<file path="src/rtl/pipe_control_unit.sv">
// ---------------------------------------------------------------------------
// pipe_control_unit
//
// Purpose:
//   Control unit for the 5-stage MIPS pipeline. It decodes opcode/funct in
//   ID and carries the control bundle through ID/EX, EX/MEM and MEM/WB
//   control registers, so each stage sees its own aligned control.
//   It inserts bubbles for stall, flush and illegal instructions, pulses
//   illegal_op in EX and keeps a saturating count of illegal instructions.
//
// Optional feature (macro MULDIV_EN):
//   Makes mult/mfhi/mflo legal. It adds a multiplier busy down-counter of
//   MD_LAT cycles and an ex_HiLoSel output. While the multiplier is busy,
//   an mfhi/mflo in ID is turned into a bubble. Without the macro, md_busy
//   is tied to 0 and those functs decode as illegal.
//
// Ports:
//   clk, reset            rising-edge clock, synchronous active-high reset
//   id_opcode, id_funct   instruction fields in ID
//   id_valid              ID holds a real instruction
//   stall, flush_ex       hazard stall / redirect; both load a bubble into EX
//   ex_*                  EX-stage control (ALU, operands, branch/jump)
//   mem_*                 MEM-stage control (store enable, forwarding info)
//   wb_*                  WB-stage control (write enable, result select, link)
//   illegal_op            one-cycle pulse aligned with the illegal bubble in EX
//   illegal_count         saturating illegal-instruction counter
//   ex_HiLoSel            (MULDIV_EN only) 1 = read hi, 0 = read lo
//   md_busy               multiplier busy
// ---------------------------------------------------------------------------
module pipe_control_unit #(
  parameter int ALUSEL_W = 4,
  parameter int CNT_W    = 8,
  parameter int MD_LAT   = 4
) (
  input  logic                clk,
  input  logic                reset,
  input  logic [5:0]          id_opcode,
  input  logic [5:0]          id_funct,
  input  logic                id_valid,
  input  logic                stall,
  input  logic                flush_ex,
  output logic [ALUSEL_W-1:0] ex_ALUSel,
  output logic                ex_ALUInSel,
  output logic                ex_ZeroExt,
  output logic [1:0]          ex_RFDSel,
  output logic                ex_Branch,
  output logic                ex_BranchNE,
  output logic                ex_Jump,
  output logic                ex_JumpReg,
  output logic                mem_DMWE,
  output logic                mem_MtoRFSel,
  output logic                mem_RFWE,
  output logic                wb_RFWE,
  output logic                wb_MtoRFSel,
  output logic                wb_Link,
  output logic                illegal_op,
  output logic [CNT_W-1:0]    illegal_count,
`ifdef MULDIV_EN
  output logic                ex_HiLoSel,
`endif
  output logic                md_busy
);

  localparam logic [3:0] ALU_ADD  = 4'b0000;
  localparam logic [3:0] ALU_SUB  = 4'b0001;
  localparam logic [3:0] ALU_SLL  = 4'b0010;
  localparam logic [3:0] ALU_SLLV = 4'b0100;
  localparam logic [3:0] ALU_AND  = 4'b0101;
  localparam logic [3:0] ALU_SRAV = 4'b0111;
  localparam logic [3:0] ALU_OR   = 4'b1001;
  localparam logic [3:0] ALU_SLT  = 4'b1010;

  // Decoded (not yet registered) control bundle for the ID instruction.
  logic [3:0] dec_alu;
  logic       dec_aluin, dec_zext;
  logic [1:0] dec_rfd;
  logic       dec_br, dec_bne, dec_jmp, dec_jr;
  logic       dec_dmwe, dec_mtorf, dec_rfwe, dec_link;
  logic       dec_legal;
`ifdef MULDIV_EN
  logic       dec_hilo, dec_mult, dec_mfx;
`endif

  // Control carried through EX and MEM for the later stages.
  logic ex_dmwe, ex_mtorf, ex_rfwe, ex_link;
  logic mem_link;

  // ID/EX load decision.
  logic take_bubble, is_illegal, issue;

  // Combinational decode. Everything defaults to 0 so unused fields and
  // illegal encodings never carry stray enables; dec_legal drops for any
  // opcode/funct outside the table.
  always_comb begin
    dec_alu   = ALU_ADD;
    dec_aluin = 1'b0;
    dec_zext  = 1'b0;
    dec_rfd   = 2'b00;
    dec_br    = 1'b0;
    dec_bne   = 1'b0;
    dec_jmp   = 1'b0;
    dec_jr    = 1'b0;
    dec_dmwe  = 1'b0;
    dec_mtorf = 1'b0;
    dec_rfwe  = 1'b0;
    dec_link  = 1'b0;
    dec_legal = 1'b1;
`ifdef MULDIV_EN
    dec_hilo  = 1'b0;
    dec_mult  = 1'b0;
    dec_mfx   = 1'b0;
`endif
    case (id_opcode)
      6'b000000: begin
        dec_rfwe = 1'b1;
        dec_rfd  = 2'b01;
        case (id_funct)
          6'b100000: dec_alu = ALU_ADD;
          6'b100010: dec_alu = ALU_SUB;
          6'b100100: dec_alu = ALU_AND;
          6'b100101: dec_alu = ALU_OR;
          6'b000000: dec_alu = ALU_SLL;
          6'b000100: dec_alu = ALU_SLLV;
          6'b000111: dec_alu = ALU_SRAV;
          6'b101010: dec_alu = ALU_SLT;
          6'b001000: begin
            dec_rfwe = 1'b0;
            dec_rfd  = 2'b00;
            dec_jr   = 1'b1;
          end
`ifdef MULDIV_EN
          6'b011000: begin
            dec_rfwe = 1'b0;
            dec_rfd  = 2'b00;
            dec_mult = 1'b1;
          end
          6'b010000: begin
            dec_mfx  = 1'b1;
            dec_hilo = 1'b1;
          end
          6'b010010: dec_mfx = 1'b1;
`endif
          default: begin
            dec_rfwe  = 1'b0;
            dec_rfd   = 2'b00;
            dec_legal = 1'b0;
          end
        endcase
      end
      6'b100011: begin
        dec_rfwe  = 1'b1;
        dec_aluin = 1'b1;
        dec_mtorf = 1'b1;
      end
      6'b101011: begin
        dec_dmwe  = 1'b1;
        dec_aluin = 1'b1;
      end
      6'b000100: begin
        dec_br  = 1'b1;
        dec_alu = ALU_SUB;
      end
      6'b000101: begin
        dec_bne = 1'b1;
        dec_alu = ALU_SUB;
      end
      6'b000010: dec_jmp = 1'b1;
      6'b000011: begin
        dec_jmp  = 1'b1;
        dec_rfwe = 1'b1;
        dec_rfd  = 2'b10;
        dec_link = 1'b1;
      end
      6'b001000: begin
        dec_rfwe  = 1'b1;
        dec_aluin = 1'b1;
      end
      6'b001100: begin
        dec_rfwe  = 1'b1;
        dec_aluin = 1'b1;
        dec_zext  = 1'b1;
        dec_alu   = ALU_AND;
      end
      6'b001101: begin
        dec_rfwe  = 1'b1;
        dec_aluin = 1'b1;
        dec_zext  = 1'b1;
        dec_alu   = ALU_OR;
      end
      6'b001010: begin
        dec_rfwe  = 1'b1;
        dec_aluin = 1'b1;
        dec_alu   = ALU_SLT;
      end
      default: dec_legal = 1'b0;
    endcase
  end

  // Decide what enters EX. Stall/flush/empty ID win over illegal, so a
  // killed illegal instruction never pulses illegal_op. An mfhi/mflo that
  // would read hi/lo before the multiplier finishes is held back as a bubble.
  always_comb begin
    take_bubble = flush_ex | stall | ~id_valid;
    is_illegal  = ~take_bubble & ~dec_legal;
`ifdef MULDIV_EN
    issue       = ~take_bubble & dec_legal & ~(dec_mfx & md_busy);
`else
    issue       = ~take_bubble & dec_legal;
`endif
  end

  // ID/EX control register: loads the decoded bundle only when issuing,
  // otherwise all zeros (bubble).
  always_ff @(posedge clk) begin
    if (reset) begin
      ex_ALUSel   <= '0;
      ex_ALUInSel <= 1'b0;
      ex_ZeroExt  <= 1'b0;
      ex_RFDSel   <= 2'b00;
      ex_Branch   <= 1'b0;
      ex_BranchNE <= 1'b0;
      ex_Jump     <= 1'b0;
      ex_JumpReg  <= 1'b0;
      ex_dmwe     <= 1'b0;
      ex_mtorf    <= 1'b0;
      ex_rfwe     <= 1'b0;
      ex_link     <= 1'b0;
      illegal_op  <= 1'b0;
`ifdef MULDIV_EN
      ex_HiLoSel  <= 1'b0;
`endif
    end else begin
      ex_ALUSel   <= issue ? ALUSEL_W'(dec_alu) : '0;
      ex_ALUInSel <= issue & dec_aluin;
      ex_ZeroExt  <= issue & dec_zext;
      ex_RFDSel   <= issue ? dec_rfd : 2'b00;
      ex_Branch   <= issue & dec_br;
      ex_BranchNE <= issue & dec_bne;
      ex_Jump     <= issue & dec_jmp;
      ex_JumpReg  <= issue & dec_jr;
      ex_dmwe     <= issue & dec_dmwe;
      ex_mtorf    <= issue & dec_mtorf;
      ex_rfwe     <= issue & dec_rfwe;
      ex_link     <= issue & dec_link;
      illegal_op  <= is_illegal;
`ifdef MULDIV_EN
      ex_HiLoSel  <= issue & dec_hilo;
`endif
    end
  end

  // EX/MEM and MEM/WB control registers always advance; nothing downstream
  // of EX can hold the pipeline.
  always_ff @(posedge clk) begin
    if (reset) begin
      mem_DMWE     <= 1'b0;
      mem_MtoRFSel <= 1'b0;
      mem_RFWE     <= 1'b0;
      mem_link     <= 1'b0;
      wb_RFWE      <= 1'b0;
      wb_MtoRFSel  <= 1'b0;
      wb_Link      <= 1'b0;
    end else begin
      mem_DMWE     <= ex_dmwe;
      mem_MtoRFSel <= ex_mtorf;
      mem_RFWE     <= ex_rfwe;
      mem_link     <= ex_link;
      wb_RFWE      <= mem_RFWE;
      wb_MtoRFSel  <= mem_MtoRFSel;
      wb_Link      <= mem_link;
    end
  end

  // Counts illegal_op pulses as they are seen in EX; sticks at all-ones.
  always_ff @(posedge clk) begin
    if (reset) begin
      illegal_count <= '0;
    end else if (illegal_op && (illegal_count != '1)) begin
      illegal_count <= illegal_count + 1'b1;
    end
  end

`ifdef MULDIV_EN
  localparam int MD_CW = (MD_LAT < 1) ? 1 : $clog2(MD_LAT + 1);

  logic [MD_CW-1:0] md_cnt;

  // Multiplier busy timer: a mult entering EX (re)loads MD_LAT, then it
  // counts down to zero; busy is simply "counter not yet zero".
  always_ff @(posedge clk) begin
    if (reset) begin
      md_cnt <= '0;
    end else if (issue && dec_mult) begin
      md_cnt <= MD_CW'(MD_LAT);
    end else if (md_cnt != '0) begin
      md_cnt <= md_cnt - 1'b1;
    end
  end

  assign md_busy = (md_cnt != '0);
`else
  assign md_busy = 1'b0;
`endif

endmodule

</file>
<file path="config.mk">
export PLATFORM = sky130hd
export DESIGN_NAME = pipe_control_unit
export DESIGN_NICKNAME = d
export VERILOG_FILES = /design/src/rtl/pipe_control_unit.sv
export SDC_FILE = /design/constraint.sdc
export NUM_CORES = 1
export LEC_CHECK = 0
export CELL_PAD_IN_SITES_DETAIL_PLACEMENT = 1
export CELL_PAD_IN_SITES_GLOBAL_PLACEMENT = 2
export CORE_ASPECT_RATIO = 0.5
export CORE_UTILIZATION = 27
export DETAILED_ROUTE_END_ITERATION = 12
export HOLD_SLACK_MARGIN = 0.06
export PLACE_DENSITY = 0.86
export SETUP_SLACK_MARGIN = 0.3
export SYNTH_ARGS = -nofsm -noshare
export SYNTH_HDL_FRONTEND = slang
export SYNTH_SLANG_ARGS = --single-unit
</file>
<file path="constraint.sdc">
create_clock -name clk -period 1.75 [get_ports clk]
set_input_delay 0.35 -clock clk [delete_from_list [all_inputs] [get_ports clk]]
set_output_delay 0.35 -clock clk [all_outputs]
set_load 0.005 [all_outputs]
</file>
# Yosys cells after proc, flatten, opt, wreduce, memory -nomap -nowiden
# Cells that the tools add are included.
[classes]
n_addsub = 1
eq_ne = 19
n_mux = 18
bitwise_logic = 18
n_reduce_logical = 12
[ops]
columns = ["op", "n"]
rows = [
  ["equality test 6 bit, second input constant", 7],
  ["equality test 6 x 4 -> 1 bit, second input constant", 5],
  ["one-hot mux 4 bit (7 select lines)", 1],
  ["equality test 6 x 3 -> 1 bit, second input constant", 4],
  ["one-hot mux 4 bit (5 select lines)", 1],
  ["two-way mux 1 bit", 13],
  ["AND 1 bit", 12],
  ["equality test 6 x 2 -> 1 bit, second input constant", 2],
  ["logical NOT 6 bit", 2],
  ["OR reduction 6 bit", 2],
  ["OR reduction 10 bit", 1],
  ["OR reduction 9 bit", 1],
  ["adder 8 x 1 -> 8 bit, second input constant", 1],
  ["inequality test 8 bit, second input constant", 1],
  ["OR reduction 2 bit", 4],
  ["OR reduction 8 bit", 1],
  ["inverter 1 bit", 4],
  ["one-hot mux 1 bit (2 select lines)", 2],
  ["one-hot mux 2 bit (2 select lines)", 1],
  ["bitwise OR 1 bit", 2],
  ["logical AND 1 bit", 1],
]
[totals]
regBits = 32
in_bits = 17
out_inout_bits = 28
elab_cells = 89

# Longest topological paths before layout
[logic_depth]
word_depth = 7
depth_mapped = 6
mapped_depth_nobuf = 5

# Least setup slack after synthesis
# No wires, ideal clock.
[synth_timing]
path_kind = "input to register"
start = "input port id_funct[3]"
end = "register ex_ALUSel[0]"
setup_ns = 0.067
t_arrival_ns = 1.504
required_ns = 1.683
path_slack_ns = 0.179
path_stages = 6
path_buffers = 2
cell_sequence = "buf_6 > and4bb_1 > o21ai_2 > a311o_4 > buf_6 > a21oi_2"
[synth_between]
elab_chain_cells = 7
elab_cells_between_ends = 17
cone_classes = "8 x eq/ne; 4 x mux; 2 x bitwise; 3 x reduce/logical"
[synth_lines]
columns = ["element", "line", "text"]
rows = [
  ["start, declared", "38", "input logic [5:0] id_funct,"],
  ["equality test 6 x 4 -> 1 bit, or another cell as far along", "117", "case (id_funct)"],
  ["OR reduction 9 bit (no source line)", "n/a", ""],
  ["two-way mux 1 bit", "117", ""],
  ["one-hot mux 1 bit (2 select lines)", "113", "case (id_opcode)"],
  ["AND 1 bit", "208", "issue = ~take_bubble & dec_legal;"],
  ["inverter 1 bit (no source line)", "n/a", ""],
  ["OR reduction 2 bit (no source line)", "n/a", ""],
  ["end signal, assigned", "233", "ex_ALUSel <= issue ? ALUSEL_W'(dec_alu) : '0;"],
  ["end, declared", "42", "output logic [ALUSEL_W-1:0] ex_ALUSel,"],
]
# Parallel ways exist; a longest one is shown, timed or not.
# A chain may end at the register's enable or synchronous reset.

# Final worst setup path
[layout_timing]
start = "input port stall"
end = "register ex_rfwe"
[layout_between]
elab_chain_cells = 5
[layout_lines]
columns = ["element", "line", "text"]
rows = [
  ["start, declared", "40", "input logic stall,"],
  ["bitwise OR 1 bit (2 in a row)", "203", "take_bubble = flush_ex | stall | ~id_valid;"],
  ["inverter 1 bit", "208", ""],
  ["AND 1 bit", "208", ""],
  ["AND 1 bit", "243", "ex_rfwe <= issue & dec_rfwe;"],
  ["end signal, assigned", "243", ""],
  ["end, declared", "85", "logic ex_dmwe, ex_mtorf, ex_rfwe, ex_link;"],
]
# No other way between the ends.

==> impl_results.md <==
- Status: finished, violations left
- Failing checks: DRC
- Clk buf depth: 2
- Initial core utilization: 28.2%
- N_diodes: 0
- First-pass GRT wire length: 7.13 mm
- LEAKAGE: 1.16 nW
- Final Util: 46.8%
- Syn avg cell area: 9.10 um2
- Post-synth EDFFs: 0
- Register area share after synthesis: 41.4%
- RR Endpoint: illegal_count[5]$_SDFFE_PP0P_
- Top flop regs: illegal_count x8, ex_ALUSel x4, ex_RFDSel x2
- Syn_nets: 188
- Final setup violation count: 0
- Pwr per Cell Area: 668 mW/mm2
- Hold depth: 3
- Routed WL per cell: 13.8 um
- Ys async rst share: 0%
- Crit path kind: input pin to flip-flop
- Top_reg_cell synth: dfxtp_1
- Leading area contributor after synthesis: dfxtp_1
- Peak Freq: 669 MHz
- Mapped Cells: 170
- Multi-input logic area: 940 um2
- Worst Hold Endpoint: illegal_op$_SDFF_PP0_
- Initial antenna violation count: 0
- Period utilization: 85.4%
- Largest net degree at the start of global routing: 16
- Distinct cells, synth: 48
- Worst endpoint required time: 1940 ps
- Period minus WS final: 1500 ps
- Remaining Overflow, GRT: 0
- Synth Register Bits: 32
- Final ANT Viol Nets: 0
- GRT Util Overall: 15.3%
- Final hold vios: 0
- Vias in the first global route: 1546
- Clock latency on the worst-skew pair: 270 ps
- Fillcell total: 635
- Commonest cells in the netlist: dfxtp_1, nor2_1, a21oi_2, nor2b_1, a21oi_1
- Critical Path Source Type: input pin
- Cells on worst reg2reg path: 5
- Vias per inst: 4.73
- DRT iter0 DRCs: 55
- CTS buffer count: 5
- DIE HEIGHT: 55.5 um
- Top reg by flops: illegal_count
- Yosys synthesis warning count: 0
- Clk sinks: 32
- Post-synthesis cell area: 0.00155 mm2
- Row count: 19
- Peak supply drop: 0.404 mV
- Met2 layer usage reported by global route: 26.5%
- Seq. cell area: 657 um2
- Yosys top cell area share: 41.4%
- Met3 Usage GRT: 2.83%
- Final max-slew violation count: 0
- Largest register FFs: 8
- Total number of vias: 1542
- Final net count: 271
- CP endpoint kind: flip-flop
- Grt met1 use: 19.3%
- Area Overhead vs Synth: 66.1%
- # hold bufs at CTS: 0
- Die area: 0.00606 mm2
- Core Region: 0.00549 mm2
- Post-place setup slack: -408 ps
- Share of cells above drive strength 1: 42.7%
- Reg2reg setup slack: 410 ps
- Worst-path clk slew: 50 ps
- Top-count cell post-synth: dfxtp_1
- Number of port buffers: 43
- Clk root buf: clkbuf_16
- H-tree lvl count: 2
- RSZ-0062 raised after global routing: yes
- Hold WC Path Type: input pin to flip-flop
- Gp weighted congestion: 0.835
- Synth top area cells: dfxtp_1, a21oi_2, nor2b_1, nand3b_1, nor2_1
- Drt first pass iters: 8
- PnR Total Power: 1.72 mW
- PnR worst setup slack: 255 ps
- Most used routing layer in global routing: met2
- CTS tree: built
- Final WL: 4.51 mm
- Hold_sp: stall
- R2r startpoint: illegal_count[1]$_SDFFE_PP0P_
- DPL Wire Length: 3.18 mm
- IO Pins: 45
- Crit path DAT: 1690 ps
- Die width: 109 um
- Maximum fanout along the worst path: 8
- MaxCap Viol Count: 0
- Fin Clk Skew: 3.76 ps
- Post-route DRC: 2
-- per-stage QoR --
| step | cells | hold slack, ps | setup TNS [ps] | area [um2] |
|---|---|---|---|---|
| after floorplan | 170 | 414 | 0 | 1550 |
| after detailed placement | 310 | 425 | -5580 | 2270 |
| after global placement | 310 | 420 | -4840 | 2270 |
| after global routing | 326 | 410 | 0 | 2570 |
| final | 326 | 409 | 0 | 2570 |
| after CTS | 323 | 417 | 0 | 2510 |
-- metal layers --
layer  vias up  part of all wire [%]
met3         0                   2.3
met2        21                    51
met5         -                     0
li1        776                     -
met4         0                     0
met1       745                    46
-- report_power, final --
group          switching (mW)  total, mW  internal (mW)  leakage, nW
combinational          0.0977      0.201          0.104        0.833
sequential            0.00191      0.731          0.730        0.263
clock                   0.269      0.784          0.514       0.0667
total                   0.369       1.72           1.35         1.16
-- worst max path at each step --
| stage | start | to | slack (ps) | cells after the start |
|---|---|---|---|---|
| global route | stall | ex_rfwe$_SDFF_PP0_ | 240 | 4 |
| global placement | id_opcode[1] | ex_rfwe$_SDFF_PP0_ | -360 | 5 |
| CTS | id_opcode[1] | ex_rfwe$_SDFF_PP0_ | 260 | 8 |
| detailed placement | id_opcode[1] | ex_rfwe$_SDFF_PP0_ | -410 | 5 |
| finish | stall | ex_rfwe$_SDFF_PP0_ | 250 | 4 |
| floorplan | stall | ex_ALUSel[0]$_SDFF_PP0_ | 190 | 4 |
-- final cells by class --
class                   count  area share [%]
clock buffers               6            5.01
clock inverters             1           0.195
inverters                   5           0.730
multi-input cells         124            36.5
flip-flops and latches     32            25.5
well taps                  73            3.55
repair buffers             85            28.4
-- cell usage in the layout, fill, tap and decap left out, types with 3 or more instances in the layout --
cell              n
xor2_1            4
buf_4            39
a21oi_1           6
nand4_1           3
and2_1            4
dfxtp_1          23
a31oi_1           4
nand2_1           7
nor2b_1           8
dlygate4sd2_1     9
nor2_1           11
buf_6             3
nor3_1            4
nand3b_1          7
dlymetal6s2s_1    9
and3_1            4
o21ai_1           3
clkbuf_16         5
clkdlybuf4s50_1  11
inv_1             5
a21oi_2          12
o21ai_0           3
clkbuf_2          8
dfxtp_2           7
-- kinds of logic after synthesis --
group / after synthesis / synth area share [%]
AOI/OAI and AO/OA: 45 / 21.7
muxes: 3 / 2.02
xor gates and xnor gates: 4 / 2.26
buffers and inverters: 15 / 5.42
adders and majority gates: 1 / 0.808
other: 1 / 0.242
and+or+nand+nor: 69 / 26.1
DFF: 32 / 41.4
-- timing repair --
item                       4_1_cts  5_1_grt
resized for setup               68       35
pin swaps                       12       13
setup endpoints to repair       27       27
buffers inserted                 5        3
gates cloned                     1        0
-- worst max-delay path: stages --
cell	delay (ps)
buf_6	90
or4b_4	580
a311o_4	470
a22oi_2	200
Power figures use the tool's default switching activity.
